### config.mk
export PLATFORM = sky130hd
export DESIGN_NAME = pc_unit
export DESIGN_NICKNAME = d
export VERILOG_FILES = /design/src/rtl/pc_unit.sv
export SDC_FILE = /design/constraint.sdc
export NUM_CORES = 1
export LEC_CHECK = 0
export ABC_AREA = 1
export ABC_CLOCK_PERIOD_IN_PS = 2700
export CORE_UTILIZATION = 53
export CTS_BUF_LIST = sky130_fd_sc_hd__clkbuf_8
export CTS_CLUSTER_SIZE = 25
export DETAILED_ROUTE_END_ITERATION = 10
export GPL_ROUTABILITY_DRIVEN = 0
export HOLD_SLACK_MARGIN = 0.05
export PLACE_DENSITY = 0.83
export REMOVE_ABC_BUFFERS = 1
export SYNTH_ARGS = -nofsm -noshare
export SYNTH_HDL_FRONTEND = slang
export SYNTH_SLANG_ARGS = --single-unit
### constraint.sdc
create_clock -name clk -period 2.7 [get_ports clk]
set_input_delay 0.27 -clock clk [delete_from_list [all_inputs] [get_ports clk]]
set_output_delay 0.27 -clock clk [all_outputs]
set_load 0.02 [all_outputs]
### src/rtl/pc_unit.sv
// Fetch-stage program counter with branch/jump/call/return selection and a
// circular return-address stack; pc_next is the value pc takes at the next edge.
module pc_unit #(
  parameter int               WIDTH      = 32,
  parameter logic [WIDTH-1:0] RESET_ADDR = '0,
  parameter int               INC        = 4,
  parameter int               RAS_DEPTH  = 4
) (
  input  logic                           clk,
  input  logic                           rst,
  input  logic                           stall,
  input  logic                           branch_taken,
  input  logic [WIDTH-1:0]               branch_target,
  input  logic                           jump,
  input  logic                           call,
  input  logic [WIDTH-1:0]               jump_target,
  input  logic                           ret,
  output logic [WIDTH-1:0]               pc,
  output logic [WIDTH-1:0]               pc_next,
  output logic [WIDTH-1:0]               pc_plus_inc,
  output logic [$clog2(RAS_DEPTH):0]     ras_count,
  output logic                           ras_empty,
  output logic                           ras_full,
  output logic                           ras_underflow
);

  localparam int               PTR_W = $clog2(RAS_DEPTH);
  localparam int               CNT_W = PTR_W + 1;
  localparam logic [WIDTH-1:0] INC_W = WIDTH'(INC);
  localparam logic [CNT_W-1:0] DEPTH_C = CNT_W'(RAS_DEPTH);

  logic [WIDTH-1:0] pc_reg;
  logic [PTR_W-1:0] ptr_reg, ptr_next;
  logic [CNT_W-1:0] count_reg, count_next;
  logic             uf_reg, uf_next;
  logic             push;
  logic [WIDTH-1:0] ras_mem [RAS_DEPTH];

  assign pc_plus_inc = pc_reg + INC_W;
  assign ras_empty   = (count_reg == '0);
  assign ras_full    = (count_reg == DEPTH_C);

  // Priority: reset > stall > branch > call/jump > ret > sequential.
  always_comb begin
    pc_next    = pc_plus_inc;
    ptr_next   = ptr_reg;
    count_next = count_reg;
    uf_next    = 1'b0;
    push       = 1'b0;
    if (rst) begin
      pc_next = RESET_ADDR;
    end else if (stall) begin
      pc_next = pc_reg;
    end else if (branch_taken) begin
      pc_next = branch_target;
    end else if (call) begin
      pc_next  = jump_target;
      push     = 1'b1;
      ptr_next = ptr_reg + PTR_W'(1);
      if (!ras_full) count_next = count_reg + CNT_W'(1);
    end else if (jump) begin
      pc_next = jump_target;
    end else if (ret) begin
      if (!ras_empty) begin
        pc_next    = ras_mem[ptr_reg];
        ptr_next   = ptr_reg - PTR_W'(1);
        count_next = count_reg - CNT_W'(1);
      end else begin
        uf_next = 1'b1;
      end
    end
  end

  always_ff @(posedge clk) begin
    if (rst) begin
      pc_reg    <= RESET_ADDR;
      ptr_reg   <= '0;
      count_reg <= '0;
      uf_reg    <= 1'b0;
    end else begin
      pc_reg    <= pc_next;
      ptr_reg   <= ptr_next;
      count_reg <= count_next;
      uf_reg    <= uf_next;
    end
  end

  // Stack storage is never cleared; a full push overwrites the oldest slot.
  always_ff @(posedge clk) begin
    if (push) ras_mem[ptr_next] <= pc_plus_inc;
  end

  assign pc            = pc_reg;
  assign ras_count     = count_reg;
  assign ras_underflow = uf_reg;

endmodule
==> results.sh, run 1 <==
export IMPL_leakage_nw=4.32
export IMPL_status="finished, violations left"
export IMPL_startpoint_type="flip-flop"
export IMPL_route_antenna_remaining_nets=0
export IMPL_worst_pin_slew_ns=0.503
export IMPL_post_dp_hpwl_um=16100
export IMPL_routed_wl_um=23400
export IMPL_synth_seq_cells=166
export IMPL_die_area_um2=15700
export IMPL_netlist_area_um2=8040
export IMPL_p_int_mw=4.26
export IMPL_clkSlewWorstSetupHoldPaths_ns=0.09
export IMPL_clkSinkCount=166
export IMPL_slowest_stage="clkdlybuf4s50_1"
export IMPL_die_x_um=125
export IMPL_ctsLongestPathBuffers=2
export IMPL_synth_cell_types=39
export IMPL_final_cells=1271
export IMPL_vias=7271
export IMPL_setup_viol=0
export IMPL_pin_count=173
export IMPL_h_tree_depth=4
export IMPL_ff2ff_path_depth=11
export IMPL_path_delay_family="buffers and inverters"
export IMPL_first_global_vias=7054
export IMPL_arrival_ns=2.35
export IMPL_violations="design-rule violations"
export IMPL_criticalPathCategory="flip-flop to primary output"
export IMPL_grt_pass1_wl_um=35900
export IMPL_dr_pass1_iters=8
export IMPL_critPathCaptureType="primary output"
export IMPL_worst_path_stages=7
export IMPL_die_y_um=125
export IMPL_final_layout_size_suffix_gt1_frac=0.155
export IMPL_drtIter0Drc=664
export IMPL_worstSkewPairLatency_ns=0.46
export IMPL_groute_usage_overall=0.299
export IMPL_diodes=0
export IMPL_overflow=0
export IMPL_fmax_mhz=382
export IMPL_synthTopCellsByArea="edfxtp_1 48%, dfxtp_1 9.5%, nand2_1 7.7%"
export IMPL_clkPwrFrac=0.324
export IMPL_dp_cells=1236
export IMPL_synth_top_area_cell="edfxtp_1"
export IMPL_largest_reg_flops=128
export IMPL_core_um2=14600
export IMPL_p_comb_frac=0.181
export IMPL_p_sw_frac=0.271
export IMPL_root_buffer="clkbuf_8"
export IMPL_placed_cell_area_um2=10300
export IMPL_hold_depth=3
export IMPL_slowest_delay_ns=0.66
export IMPL_holdCritPathClass="input port to flip-flop"
export IMPL_fin_crit_sh=0.970
export IMPL_cts_tree="yes"
export IMPL_cts_hold_buf=0
export IMPL_row_count=44
export IMPL_critPathRequiredTime_ns=2.43
export IMPL_fin_hold_ws_ns=0.466
export IMPL_syn_to_final_growth_pct=33.4
export IMPL_crit_fanout=5
export IMPL_crit_buf_inv=2
export IMPL_worstPathCellList="ha_1 -> nand2_1 -> nor2_4 -> nand2_2 -> xor2_1 -> inv_1 -> clkdlybuf4s50_1"
export IMPL_cap_violations=0
export IMPL_cts_made_buffers=17
export IMPL_timing_final_max_slew_violations=0
export IMPL_hold_viol=0
export IMPL_rsz0062_at_grt="true"
export IMPL_fill_cells=1048
export IMPL_viasPerCell=5.72
export IMPL_ys_seq_area_frac=0.573
export IMPL_switchingPower_mw=1.58
export IMPL_skew_ns=0.0151
export IMPL_synth_top_area_frac=0.478
export IMPL_synth_area_per_cell_um2=9.32
export IMPL_p_per_area_nw_per_um2=545
export IMPL_p_seq_frac=0.495
export IMPL_fin_nets=1147
export IMPL_grt_max_degree=33
export IMPL_max_slew_margin=0.664
export IMPL_start_util=0.549
export IMPL_syn_inst=862
export IMPL_vdd_drop_max_uv=407
export IMPL_drc=16
export IMPL_fin_crit_ns=2.62
export IMPL_design_area_um2=10700
export IMPL_portBuffers=172
export IMPL_antenna_found_initial=0
export IMPL_wl_per_cell_um=18.4
export IMPL_yosys_warnings=0
worst paths after layout:
path | from | endpoint | slack, ns
worst max register to register | ptr_reg[0] | ras_mem[0][28] | 0.51
worst min register to register | ras_count[1] | ras_count[1] | 0.49
worst min-delay path | ret | ras_underflow | 0.47
worst max-delay path | pc[2] | pc_plus_inc[10] | 0.08
worst min-delay path: stages:
cell and delay [ns]:
clkdlybuf4s50_1 0.46, inv_1 0.10, nor4_1 0.06
final cells by class:
type	instances	area (um2)	share of cell area
flip-flops and latches	166	4610	0.430
inverters	88	330	0.0308
clock buffers	17	234	0.0218
multi-input cells	571	2980	0.277
clock inverters	15	186	0.0174
repair buffers	230	2150	0.201
well taps	184	230	0.0215
cells in the final DEF, fill, tap and decap left out, types with 24 or more instances in the layout:
master,instances
a21oi_1,101
buf_4,47
clkbuf_2,24
clkdlybuf4s50_1,116
dfxtp_1,30
dlygate4sd2_1,24
edfxtp_1,128
inv_1,87
nand2_1,164
nand3_1,32
nor2_1,97
o21ai_0,35
o221ai_1,30
timing repair:
item	in CTS	in global routing
pin swaps	0	4
gates cloned	0	0
gates resized for setup	71	70
setup endpoints to repair	56	39
setup buffers	0	3
power by group through the flow:
| stage | Combinational (mW) | Sequential (mW) | Clock [mW] |
|---|---|---|---|
| 6_report | 1.06 | 2.89 | 1.89 |
| 5_1_grt | 1.13 | 2.90 | 2.02 |
| 4_1_cts | 1.06 | 2.89 | 1.90 |
| 3_5_place_dp | 1.09 | 2.94 | 0 |
| 3_3_place_gp | 1.07 | 2.94 | 0 |
| 2_1_floorplan | 0.450 | 2.99 | 0 |
kinds of logic after synthesis:
group | share of synthesized area
adders and majority gates | 0.00405
DFF | 0.573
AOI/OAI and AO/OA | 0.149
buffers and inverters | 0.0666
xor gates and xnor gates | 0.0184
and+or+nand+nor | 0.189
routing by layer:
layer / GRT usage / part of all wire
met5: 0 / 0
met4: 0.126 / 0.027
met3: 0.0685 / 0.089
met2: 0.510 / 0.49
met1: 0.367 / 0.39
per-stage QoR:
| step | setup slack [ns] | power [mW] | utilization | TNS, ns |
|---|---|---|---|---|
| after floorplan | 0.0309 | 3.44 | - | 0 |
| after global placement | 0.116 | 4.02 | 0.707 | 0 |
| after detailed placement | 0.119 | 4.03 | 0.707 | 0 |
| after CTS | 0.00805 | 5.84 | 0.734 | 0 |
| after global routing | -0.0359 | 6.05 | 0.732 | -0.0914 |
| final | 0.0823 | 5.84 | 0.732 | 0 |
cell usage after synthesis:
| cell | instances |
|---|---|
| nand3b_1 | 6 |
| nand3_1 | 33 |
| a2bb2oi_1 | 1 |
| nor3_1 | 4 |
| and2_1 | 2 |
| buf_6 | 2 |
| inv_2 | 2 |
| nand3_2 | 1 |
| nor2_2 | 7 |
| o211ai_1 | 10 |
| clkinv_1 | 1 |
| a21oi_1 | 102 |
| o21ai_2 | 1 |
| ha_1 | 1 |
| fa_1 | 1 |
| buf_4 | 8 |
| edfxtp_1 | 128 |
| inv_1 | 85 |
| or2_2 | 10 |
| nand2_1 | 164 |
| o221ai_1 | 30 |
| dfxtp_1 | 38 |
| xnor2_1 | 6 |
| xor2_2 | 1 |
| o221a_2 | 1 |
| o21ai_0 | 35 |
| dlygate4sd1_1 | 1 |
| o21ai_1 | 5 |
| nand4_1 | 6 |
| o22ai_1 | 18 |
| buf_2 | 13 |
| nor4_1 | 1 |
| nor2_4 | 6 |
| clkbuf_1 | 13 |
| nand2_4 | 2 |
| nor2_1 | 103 |
| a22oi_1 | 1 |
| xor2_1 | 9 |
| nand2_2 | 4 |
No activity file was read; power rests on OpenSTA's default activity.
==> run 2: changes to the inputs <==
--- a/config.mk
+++ b/config.mk
@@ -7,13 +7,14 @@
 export LEC_CHECK = 0
 export ABC_AREA = 1
 export ABC_CLOCK_PERIOD_IN_PS = 2700
-export CORE_UTILIZATION = 53
+export CORE_UTILIZATION = 56
 export CTS_BUF_LIST = sky130_fd_sc_hd__clkbuf_8
 export CTS_CLUSTER_SIZE = 25
 export DETAILED_ROUTE_END_ITERATION = 10
+export DONT_BUFFER_PORTS = 1
 export GPL_ROUTABILITY_DRIVEN = 0
 export HOLD_SLACK_MARGIN = 0.05
-export PLACE_DENSITY = 0.83
+export PLACE_DENSITY = 0.71
 export REMOVE_ABC_BUFFERS = 1
 export SYNTH_ARGS = -nofsm -noshare
 export SYNTH_HDL_FRONTEND = slang
==> run 2 against run 1 <==
Against the previous run:
- the run now ends clean
- count of clock-buffer cells in the layout increased by 2
- core utilization down 5.9 points
- clock power down 4%
- routed wire length increased by 0.74%
- first-iteration DRC count is 11% higher
- final cell count is 12% lower
- register-to-register slack got worse by 0.10 ns
- critical path type unchanged
- largest cell class unchanged
- highest routed layer unchanged
==> results.sh, run 2 (synthesis results as in run 1) <==
export IMPL_viasPerCell=6.11
export IMPL_cts_tree="yes"
export IMPL_p_int_mw=4.01
export IMPL_final_common_cell="nand2_1"
export IMPL_p_seq_frac=0.525
export IMPL_pin_count=173
export IMPL_route_antenna_remaining_nets=0
export IMPL_die_y_um=122
export IMPL_final_layout_size_suffix_gt1_frac=0.171
export IMPL_clkSinkCount=166
export IMPL_vdd_drop_max_uv=431
export IMPL_switchingPower_mw=1.55
export IMPL_slowest_stage="dfxtp_1"
export IMPL_p_per_area_nw_per_um2=592
export IMPL_clkSlewWorstSetupHoldPaths_ns=0.08
export IMPL_grt_pass1_wl_um=34900
export IMPL_overflow=0
export IMPL_setup_tns_ns=0
export IMPL_max_slew_margin=0.559
export IMPL_holdCritPathClass="input port to flip-flop"
export IMPL_critPathCaptureType="primary output"
export IMPL_worst_pin_slew_ns=0.657
export IMPL_path_delay_family="simple AND/OR/NAND/NOR gates"
export IMPL_wl_per_cell_um=21.0
export IMPL_core_um2=13900
export IMPL_p_sw_frac=0.279
export IMPL_groute_usage_overall=0.321
export IMPL_hold_depth=2
export IMPL_post_dp_hpwl_um=15500
export IMPL_portBuffers=0
export IMPL_slowest_delay_ns=0.45
export IMPL_arrival_ns=2.29
export IMPL_p_total_mw=5.56
export IMPL_clkPwrFrac=0.327
export IMPL_worstPathCellList="nand2_1 -> nor2_1 -> nand2_1 -> nor2_1 -> nand2_1 -> nand2_1 -> nand2_1 -> nand2_1 -> nand2_1 -> a21oi_2"
export IMPL_criticalPathCategory="flip-flop to primary output"
export IMPL_p_comb_frac=0.147
export IMPL_fin_nets=1001
export IMPL_ctsLongestPathBuffers=2
export IMPL_vias=6846
export IMPL_fin_crit_ns=2.56
export IMPL_fin_crit_sh=0.950
export IMPL_rrSetupSlack_ns=0.41
export IMPL_crit_buf_inv=0
export IMPL_drc=0
export IMPL_skew_ns=0.0124
export IMPL_diodes=0
export IMPL_crit_top_cell="nand2_1"
export IMPL_timing_final_max_slew_violations=0
export IMPL_whs_endpoint="pc[31]"
export IMPL_cts_made_buffers=17
export IMPL_worstSkewPairLatency_ns=0.47
export IMPL_worstReg2RegEnd="pc[30]"
export IMPL_drtIter0Drc=737
export IMPL_root_buffer="clkbuf_8"
export IMPL_routed_wl_um=23500
export IMPL_first_global_vias=6524
export IMPL_timing_rr_start="pc[24]"
export IMPL_fill_cells=1091
export IMPL_fmax_mhz=390
export IMPL_critPathRequiredTime_ns=2.43
export IMPL_antenna_found_initial=0
export IMPL_ff2ff_path_depth=10
export IMPL_die_x_um=122
export IMPL_largest_reg_flops=128
export IMPL_setup_viol=0
export IMPL_startpoint_type="flip-flop"
export IMPL_start_util=0.577
export IMPL_syn_to_final_growth_pct=16.8
export IMPL_cap_violations=0
export IMPL_dr_pass1_iters=5
export IMPL_row_count=43
export IMPL_status="finished clean"
export IMPL_die_area_um2=14800
export IMPL_layout_common_cells="164 x nand2_1, 128 x edfxtp_1, 102 x nor2_1"
export IMPL_worstHoldStart="jump_target[31]"
export IMPL_hold_viol=0
export IMPL_rsz0062_at_grt="true"
export IMPL_crit_fanout=4
export IMPL_grt_max_degree=42
export IMPL_leakage_nw=3.63
export IMPL_h_tree_depth=4
## run 2: worst max-delay path by stage
stage	cells past startpoint	slack, ns	from	endpoint
2_1_floorplan	8	0.03	ptr_reg[0]	ras_mem[0][0]
3_3_place_gp	8	0.43	pc[15]	pc_next[23]
3_5_place_dp	9	0.35	ptr_reg[1]	ras_mem[1][21]
4_1_cts	9	-0.003	ptr_reg[0]	pc_next[4]
5_1_grt	10	-0.008	pc[2]	pc_next[19]
6_report	10	0.14	pc[18]	pc_next[29]
## run 2: area by class of cell
cell class,count,area [um2],area share
inverter,88,340,0.0363
tap,180,225,0.0240
timing repair buffer,84,719,0.0767
multi-input combinational,571,3080,0.329
clock inverter,13,136,0.0145
clock buffer,19,262,0.0279
sequential,166,4620,0.492
## run 2: power by group through the flow
stage	logic, mW	registers, mW	clock network (mW)
floorplan	0.450	2.99	0
global placement	0.705	2.97	0
detailed placement	0.723	2.97	0
CTS	0.774	2.91	1.82
global route	0.874	2.93	1.92
finish	0.819	2.92	1.82
## run 2: what timing repair did
item / in CTS / in global routing
hold endpoints to repair: 24 / 0
setup buffers: 0 / 4
pin swaps: 0 / 4
endpoints found under the setup margin: 23 / 29
gates resized for setup: 23 / 34
hold buffers: 26 / 0
## run 2: per-layer routing
metal  track usage  share of wire
met5             0              0
met4         0.130          0.026
met3        0.0735          0.086
met2         0.533           0.49
met1         0.405           0.40
## run 2: stage by stage
stage,worst slack [ns],instance area [um2],util,hold WS [ns],std cells
5_1_grt,-0.00773,9390,0.674,0.0550,1121
3_3_place_gp,0.430,8480,0.608,0.344,1059
3_5_place_dp,0.352,8480,0.608,0.351,1059
6_report,0.135,9390,0.674,0.0809,1121
2_1_floorplan,0.0309,7830,-,0.342,825
4_1_cts,-0.00299,9210,0.661,0.0507,1117
==> run 3: changes to the inputs <==
--- a/config.mk
+++ b/config.mk
@@ -16,6 +16,7 @@
 export HOLD_SLACK_MARGIN = 0.05
 export PLACE_DENSITY = 0.71
 export REMOVE_ABC_BUFFERS = 1
+export SLEW_MARGIN = 30
 export SYNTH_ARGS = -nofsm -noshare
 export SYNTH_HDL_FRONTEND = slang
 export SYNTH_SLANG_ARGS = --single-unit
==> results of run 3 <==
Same layout as run 2: the final DEF is identical, and so are final timing and power.
